**src/rtl/logic_reduce_pkg.sv**
```systemverilog
// Shared definitions for the logic_reduce family: function-select codes and
// the common reduction helper used by single- and multi-channel variants.
package logic_reduce_pkg;

    localparam logic [2:0] FN_AND  = 3'b000;
    localparam logic [2:0] FN_NAND = 3'b001;
    localparam logic [2:0] FN_OR   = 3'b010;
    localparam logic [2:0] FN_NOR  = 3'b011;
    localparam logic [2:0] FN_XOR  = 3'b100;
    localparam logic [2:0] FN_XNOR = 3'b101;

    // Codes 110 and 111 are reserved; they are exactly the codes with both
    // of these bits set.
    localparam logic [2:0] FN_RSVD_MASK = 3'b110;

    // Widest input vector any variant supports.
    localparam int MAX_WIDTH = 32;

    // Reduce the low `width` bits of x as selected by func. Bits above `width`
    // are masked so that zero-extension of narrow vectors is harmless.
    function automatic logic reduce_fn(input logic [MAX_WIDTH-1:0] x,
                                       input int                   width,
                                       input logic [2:0]           func);
        logic [MAX_WIDTH-1:0] used;
        logic                 and_r;
        logic                 or_r;
        logic                 xor_r;
        logic                 r;
        used = '0;
        for (int i = 0; i < MAX_WIDTH; i++) begin
            if (i < width) used[i] = 1'b1;
        end
        and_r = &(x | ~used);
        or_r  = |(x & used);
        xor_r = ^(x & used);
        r     = 1'b0;
        if ((func & FN_RSVD_MASK) != FN_RSVD_MASK) begin
            case (func)
                FN_AND:  r = and_r;
                FN_NAND: r = ~and_r;
                FN_OR:   r = or_r;
                FN_NOR:  r = ~or_r;
                FN_XOR:  r = xor_r;
                FN_XNOR: r = ~xor_r;
                default: r = 1'b0;
            endcase
        end
        return r;
    endfunction

endpackage

```
**src/rtl/logic_reduce_pipe_filter.sv**
```systemverilog
// Glitch filter: Q follows D only after FILTER+1 consecutive valid samples
// that disagree with Q; CHG pulses for one cycle on each change of Q.
module reduce_filter
    import logic_reduce_pkg::*;
#(
    parameter int FILTER = 0
) (
    input  logic CLK,
    input  logic CLR_N,
    input  logic CE,
    input  logic D,
    input  logic DV,
    output logic Q,
    output logic CHG
);

    localparam int            CW      = (FILTER < 2) ? 1 : $clog2(FILTER + 1);
    localparam logic [CW-1:0] CNT_MAX = CW'(FILTER);

    logic [CW-1:0] cnt_d, cnt_q;
    logic          of_d,  of_q;
    logic          chg_d, chg_q;

    // Count disagreeing valid samples; invalid or disabled cycles hold the run.
    always_comb begin
        cnt_d = cnt_q;
        of_d  = of_q;
        chg_d = 1'b0;
        if (CE && DV) begin
            if (D == of_q) begin
                cnt_d = '0;
            end else if (cnt_q == CNT_MAX) begin
                of_d  = D;
                cnt_d = '0;
                chg_d = 1'b1;
            end else begin
                cnt_d = cnt_q + CW'(1);
            end
        end
    end

    // Filter state registers; CHG clears every edge regardless of CE.
    always_ff @(posedge CLK or negedge CLR_N) begin
        if (!CLR_N) begin
            cnt_q <= '0;
            of_q  <= 1'b0;
            chg_q <= 1'b0;
        end else begin
            cnt_q <= cnt_d;
            of_q  <= of_d;
            chg_q <= chg_d;
        end
    end

    assign Q   = of_q;
    assign CHG = chg_q;

endmodule

```
**src/rtl/logic_reduce_pipe.sv**
```systemverilog
// Registered, parametrised inverted-input reduction gate: mask, reduce,
// STAGES-deep valid-tagged pipeline, then a glitch filter.
module logic_reduce_pipe
    import logic_reduce_pkg::*;
#(
    parameter int               WIDTH    = 4,
    parameter logic [WIDTH-1:0] INV_MASK = {WIDTH{1'b1}},
    parameter int               STAGES   = 1,
    parameter int               FILTER   = 0
) (
    input  logic             CLK,
    input  logic             CLR_N,
    input  logic             CE,
    input  logic [WIDTH-1:0] I,
    input  logic [2:0]       FUNC,
    input  logic             IV,
    output logic             O,
    output logic             OV,
    output logic             OF,
    output logic             CHG
);

    logic [MAX_WIDTH-1:0] x_ext;
    logic                 r;

    // Apply the inversion mask and reduce; zero-extension is masked inside reduce_fn.
    always_comb begin
        x_ext = MAX_WIDTH'(I ^ INV_MASK);
        r     = reduce_fn(x_ext, WIDTH, FUNC);
    end

    for (genvar s = 0; s < STAGES; s++) begin : g_stage
        logic data_d, data_q;
        logic vld_d,  vld_q;
        logic src_data, src_vld;

        if (s == 0) begin : g_head
            assign src_data = r;
            assign src_vld  = IV;
        end else begin : g_tail
            assign src_data = g_stage[s-1].data_q;
            assign src_vld  = g_stage[s-1].vld_q;
        end

        // Advance data and valid together on CE; otherwise hold both.
        always_comb begin
            // NOTE: defaults first so every path assigns every output -> no latch.
            data_d = data_q;
            vld_d  = vld_q;
            if (CE) begin
                data_d = src_data;
                vld_d  = src_vld;
            end
        end

        // Stage register; asynchronous clear discards data in flight.
        always_ff @(posedge CLK or negedge CLR_N) begin
            // NOTE: non-blocking so every flop samples pre-edge values.
            if (!CLR_N) begin
                data_q <= 1'b0;
                vld_q  <= 1'b0;
            end else begin
                data_q <= data_d;
                vld_q  <= vld_d;
            end
        end
    end

    assign O  = g_stage[STAGES-1].data_q;
    assign OV = g_stage[STAGES-1].vld_q;

    reduce_filter #(
        .FILTER(FILTER)
    ) u_filter (
        .CLK  (CLK),
        .CLR_N(CLR_N),
        .CE   (CE),
        .D    (O),
        .DV   (OV),
        .Q    (OF),
        .CHG  (CHG)
    );

endmodule
```
**config.mk**
```make
export PLATFORM = sky130hd
export DESIGN_NAME = logic_reduce_pipe
export DESIGN_NICKNAME = d
export VERILOG_FILES = /design/src/rtl/logic_reduce_pkg.sv /design/src/rtl/logic_reduce_pipe_filter.sv /design/src/rtl/logic_reduce_pipe.sv
export SDC_FILE = /design/constraint.sdc
export NUM_CORES = 1
export LEC_CHECK = 0
export CAP_MARGIN = 20
export CORE_AREA = 4 4 41 43
export CTS_CLUSTER_DIAMETER = 80
export DETAILED_ROUTE_END_ITERATION = 12
export DIE_AREA = 0 0 45 47
export HOLD_SLACK_MARGIN = 0.08
export SYNTH_ARGS = -nofsm -noshare
export SYNTH_HDL_FRONTEND = slang
export SYNTH_SLANG_ARGS = --single-unit
export TNS_END_PERCENT = 30
```
**constraint.sdc**
```tcl
create_clock -name CLK -period 0.83 [get_ports CLK]
set_input_delay 0.166 -clock CLK [delete_from_list [all_inputs] [get_ports CLK]]
set_output_delay 0.166 -clock CLK [all_outputs]
set_load 0.01 [all_outputs]
```
==> impl_results.md <==
- Reg-to-reg setup timing slack: -0.03 ns
- Int Pwr: 0.5608 mW
- GR Util met3: 5.747%
- Clk_lat worst skew: 0.23 ns
- Clock share of power: 31.2%
- Syn nets: 45
- Final period util: 122.2%
- # DRC: 0
- Max Slew Vio Count: 0
- Fmax: 986.1 MHz
- Die H: 47 µm
- Dpl hpwl: 548.3 µm
- Slowest CP cell: xor3_1
- Hold crit path type: primary input to asynchronous set/reset pin
- Wirelength per Cell: 9.879 µm
- LEAKAGE: 0.2689 nW
- I/O Buffers: 14
- Failing checks: negative setup slack
- Vias in the first global route: 299
- Syn Inst Count: 30
- H-tree levels: 1
- R2R depth: 2
- Total global routing overflow: 0
- Sequence of cells on the critical path: buf_8 -> inv_4 -> ha_4 -> xor3_1 -> nand4b_1 -> o2111ai_1
- CTS clk-pin slew, worst paths: 0.04 ns
- Die Span X: 45 µm
- CTS tree: done
- Overall power: 0.7665 mW
- Root buffer cell: clkbuf_4
- Cell taking the most area after synthesis: dfrtp_1
- DR vias: 279
- Critical path peak fanout: 2
- Initial Util: 23.17%
- Most frequent cells after synthesis: inv_1 (6), dfrtp_1 (4), ha_1 (4)
- Ys flop type: dfrtp_1
- Number of synthesized flops with an enable pin: 0
- Final worst setup slack: -0.1841 ns
- Max_slew headroom: 86.90%
- Critical path type: primary input to register
- Final Util: 42.21%
- First-pass GRT wire length: 1138 µm
- RSZ-0062 raised after global routing: true
- Period minus WS final: 1.014 ns
- I/O pin count: 15
- R2r startpoint: OV
- Clk sinks: 4
- Row count: 13
- Final Hold Viols: 0
- Post-DRT Antenna Nets: 0
- Setup TNS Final: -0.4799 ns
- CP arrival: 1.11 ns
- CTS Buf Count: 3
- Synth top area cells: dfrtp_1 (33%), ha_1 (17%), xor3_1 (7.9%), inv_1 (7.5%), o2111ai_1 (5.8%)
- Top cell type's share of synthesized area: 33.20%
- Area growth syn-to-layout: 82.16%
- Layout Skew: 0.002257 ns
- Worst slew pin tran: 0.1959 ns
- DRT Wirelength: 652 µm
- Drt pass-1 iters: 2
- Post-Synthesis Cell Area: 301.5 µm²
- Global route hottest layer: met2
- Layout Nets: 68
- Setup violations, final: 6
- Worst path max stage delay: 0.39 ns
- Mean Syn Cell Area: 10.05 µm²
- Post-synthesis register bit count: 4
- Antenna violations before repair: 0
- Synth unique cells: 16
- Setup crit end kind: register
- Comb pwr share: 38.0%
- Worst VDD drop: 0.7062 mV
- Status: complete, but fails checks
- GR Layer Usage met1: 8.447%
- Seq pwr share: 30.8%
- Die area: 2115 µm²
- Sequential share of the synthesized area: 33.20%
- Worst R2R End: OV
- Crit path launch type: primary input
- Count leader, synth: inv_1
- Drt via density: 4.227
- Total GRT Usage: 7.753%
- Asr flop ratio synth: 100.0%
- Share of layout cells above drive strength 1: 49.02%
- Core area: 1301 µm²
- Placed instance area: 515.5 µm²
- Pwr dens: 1396 nW/µm²
- Routability congestion estimate from global placement: 0.6933
- Pin count of the biggest net entering global routing: 6
- Critical Path RT: 0.93 ns
- Max cap viols: 0
- Max clock buf depth: 2
- Synth warn: 0
- Switching portion of total power: 26.83%
- Net Sw Power: 0.2057 mW
- Final instance area: 549.3 µm²
- Met2 Resource Use GR: 11.30%
- Antenna Diode Count: 0
- Drt first-iter violations: 1
==> cell families after synthesis <==
| family | Yosys count | synth area share, % |
|---|---|---|
| muxes | 1 | 3.734 |
| AOI/OAI and AO/OA | 6 | 13.28 |
| DFF | 4 | 33.20 |
| adders and majority gates | 4 | 16.60 |
| and+or+nand+nor | 7 | 14.94 |
| buffers and inverters | 6 | 7.468 |
| xor gates and xnor gates | 2 | 10.79 |
==> placed cells by master (no fill, tap or decap), types with 2 or more instances in the layout <==
| master | n |
|---|---|
| buf_2 | 4 |
| buf_4 | 5 |
| buf_8 | 2 |
| clkbuf_4 | 3 |
| clkdlybuf4s50_1 | 4 |
| dfrtp_1 | 4 |
| dlygate4sd2_1 | 2 |
| ha_1 | 2 |
| ha_4 | 2 |
| inv_1 | 2 |
| inv_4 | 2 |
| nand2_1 | 2 |
| o2111ai_1 | 2 |
==> worst max-delay path: cells and delay by family <==
| kind | cells | cell delay (ns) |
|---|---|---|
| compound gates | 1 | 0.10 |
| xor+xnor | 1 | 0.39 |
| fa+ha+maj | 1 | 0.24 |
| buf+inv | 2 | 0.11 |
| simple gates | 1 | 0.11 |
==> through the flow <==
| step | hold slack [ns] | setup WS, ns | instances |
|---|---|---|---|
| 3_3_place_gp | 0.3876 | -0.9342 | 63 |
| 2_1_floorplan | -0.1296 | -0.2687 | 30 |
| 5_1_grt | 0.1337 | -0.2135 | 66 |
| 4_1_cts | 0.1369 | -0.1676 | 66 |
| 6_report | 0.1385 | -0.1841 | 66 |
| 3_5_place_dp | 0.3898 | -0.9447 | 63 |
==> area by class of cell <==
class	instances	area, µm²
well taps	15	18.77
multi-input cells	20	211.5
clock buffers	3	22.52
repair buffers	18	156.4
flip-flops and latches	4	100.1
fillers	141	752.0
inverters	6	40.04
==> state kept, by name (all words and copies together), names as in the netlist <==
| signal | flops |
|---|---|
| OV | 1 |
| u_filter.CHG | 1 |
| O | 1 |
| u_filter.Q | 1 |
==> layer usage <==
layer / up-vias / wire length (µm)
met5: - / 0
met4: 0 / 0
met3: 0 / 49
met2: 9 / 341
met1: 125 / 261
li1: 145 / -
==> worst max path at each step <==
stage               end  from  cells past startpoint  slack (ns)
floorplan             O  I[2]                      5       -0.27
global placement      O  I[2]                      6       -0.93
detailed placement    O  I[2]                      6       -0.94
CTS                   O  I[0]                      6       -0.17
global route          O  I[0]                      6       -0.21
finish                O  I[0]                      6       -0.18
==> power by group through the flow <==
stage               logic (mW)  clock network, mW  registers [mW]
global route             0.320              0.275           0.239
floorplan               0.0942                  0           0.262
finish                   0.291              0.239           0.236
detailed placement       0.293                  0           0.240
CTS                      0.295              0.254           0.236
global placement         0.290                  0           0.239
==> what timing repair did <==
action | 4_1_cts | 5_1_grt
pin swaps | 3 | 1
cloned | 0 | 0
hold buffers | 0 | 0
gates resized for setup | 48 | 0
buffers inserted | 0 | 0
setup endpoints to repair | 7 | 7
No activity file was read; power rests on OpenSTA's default activity.
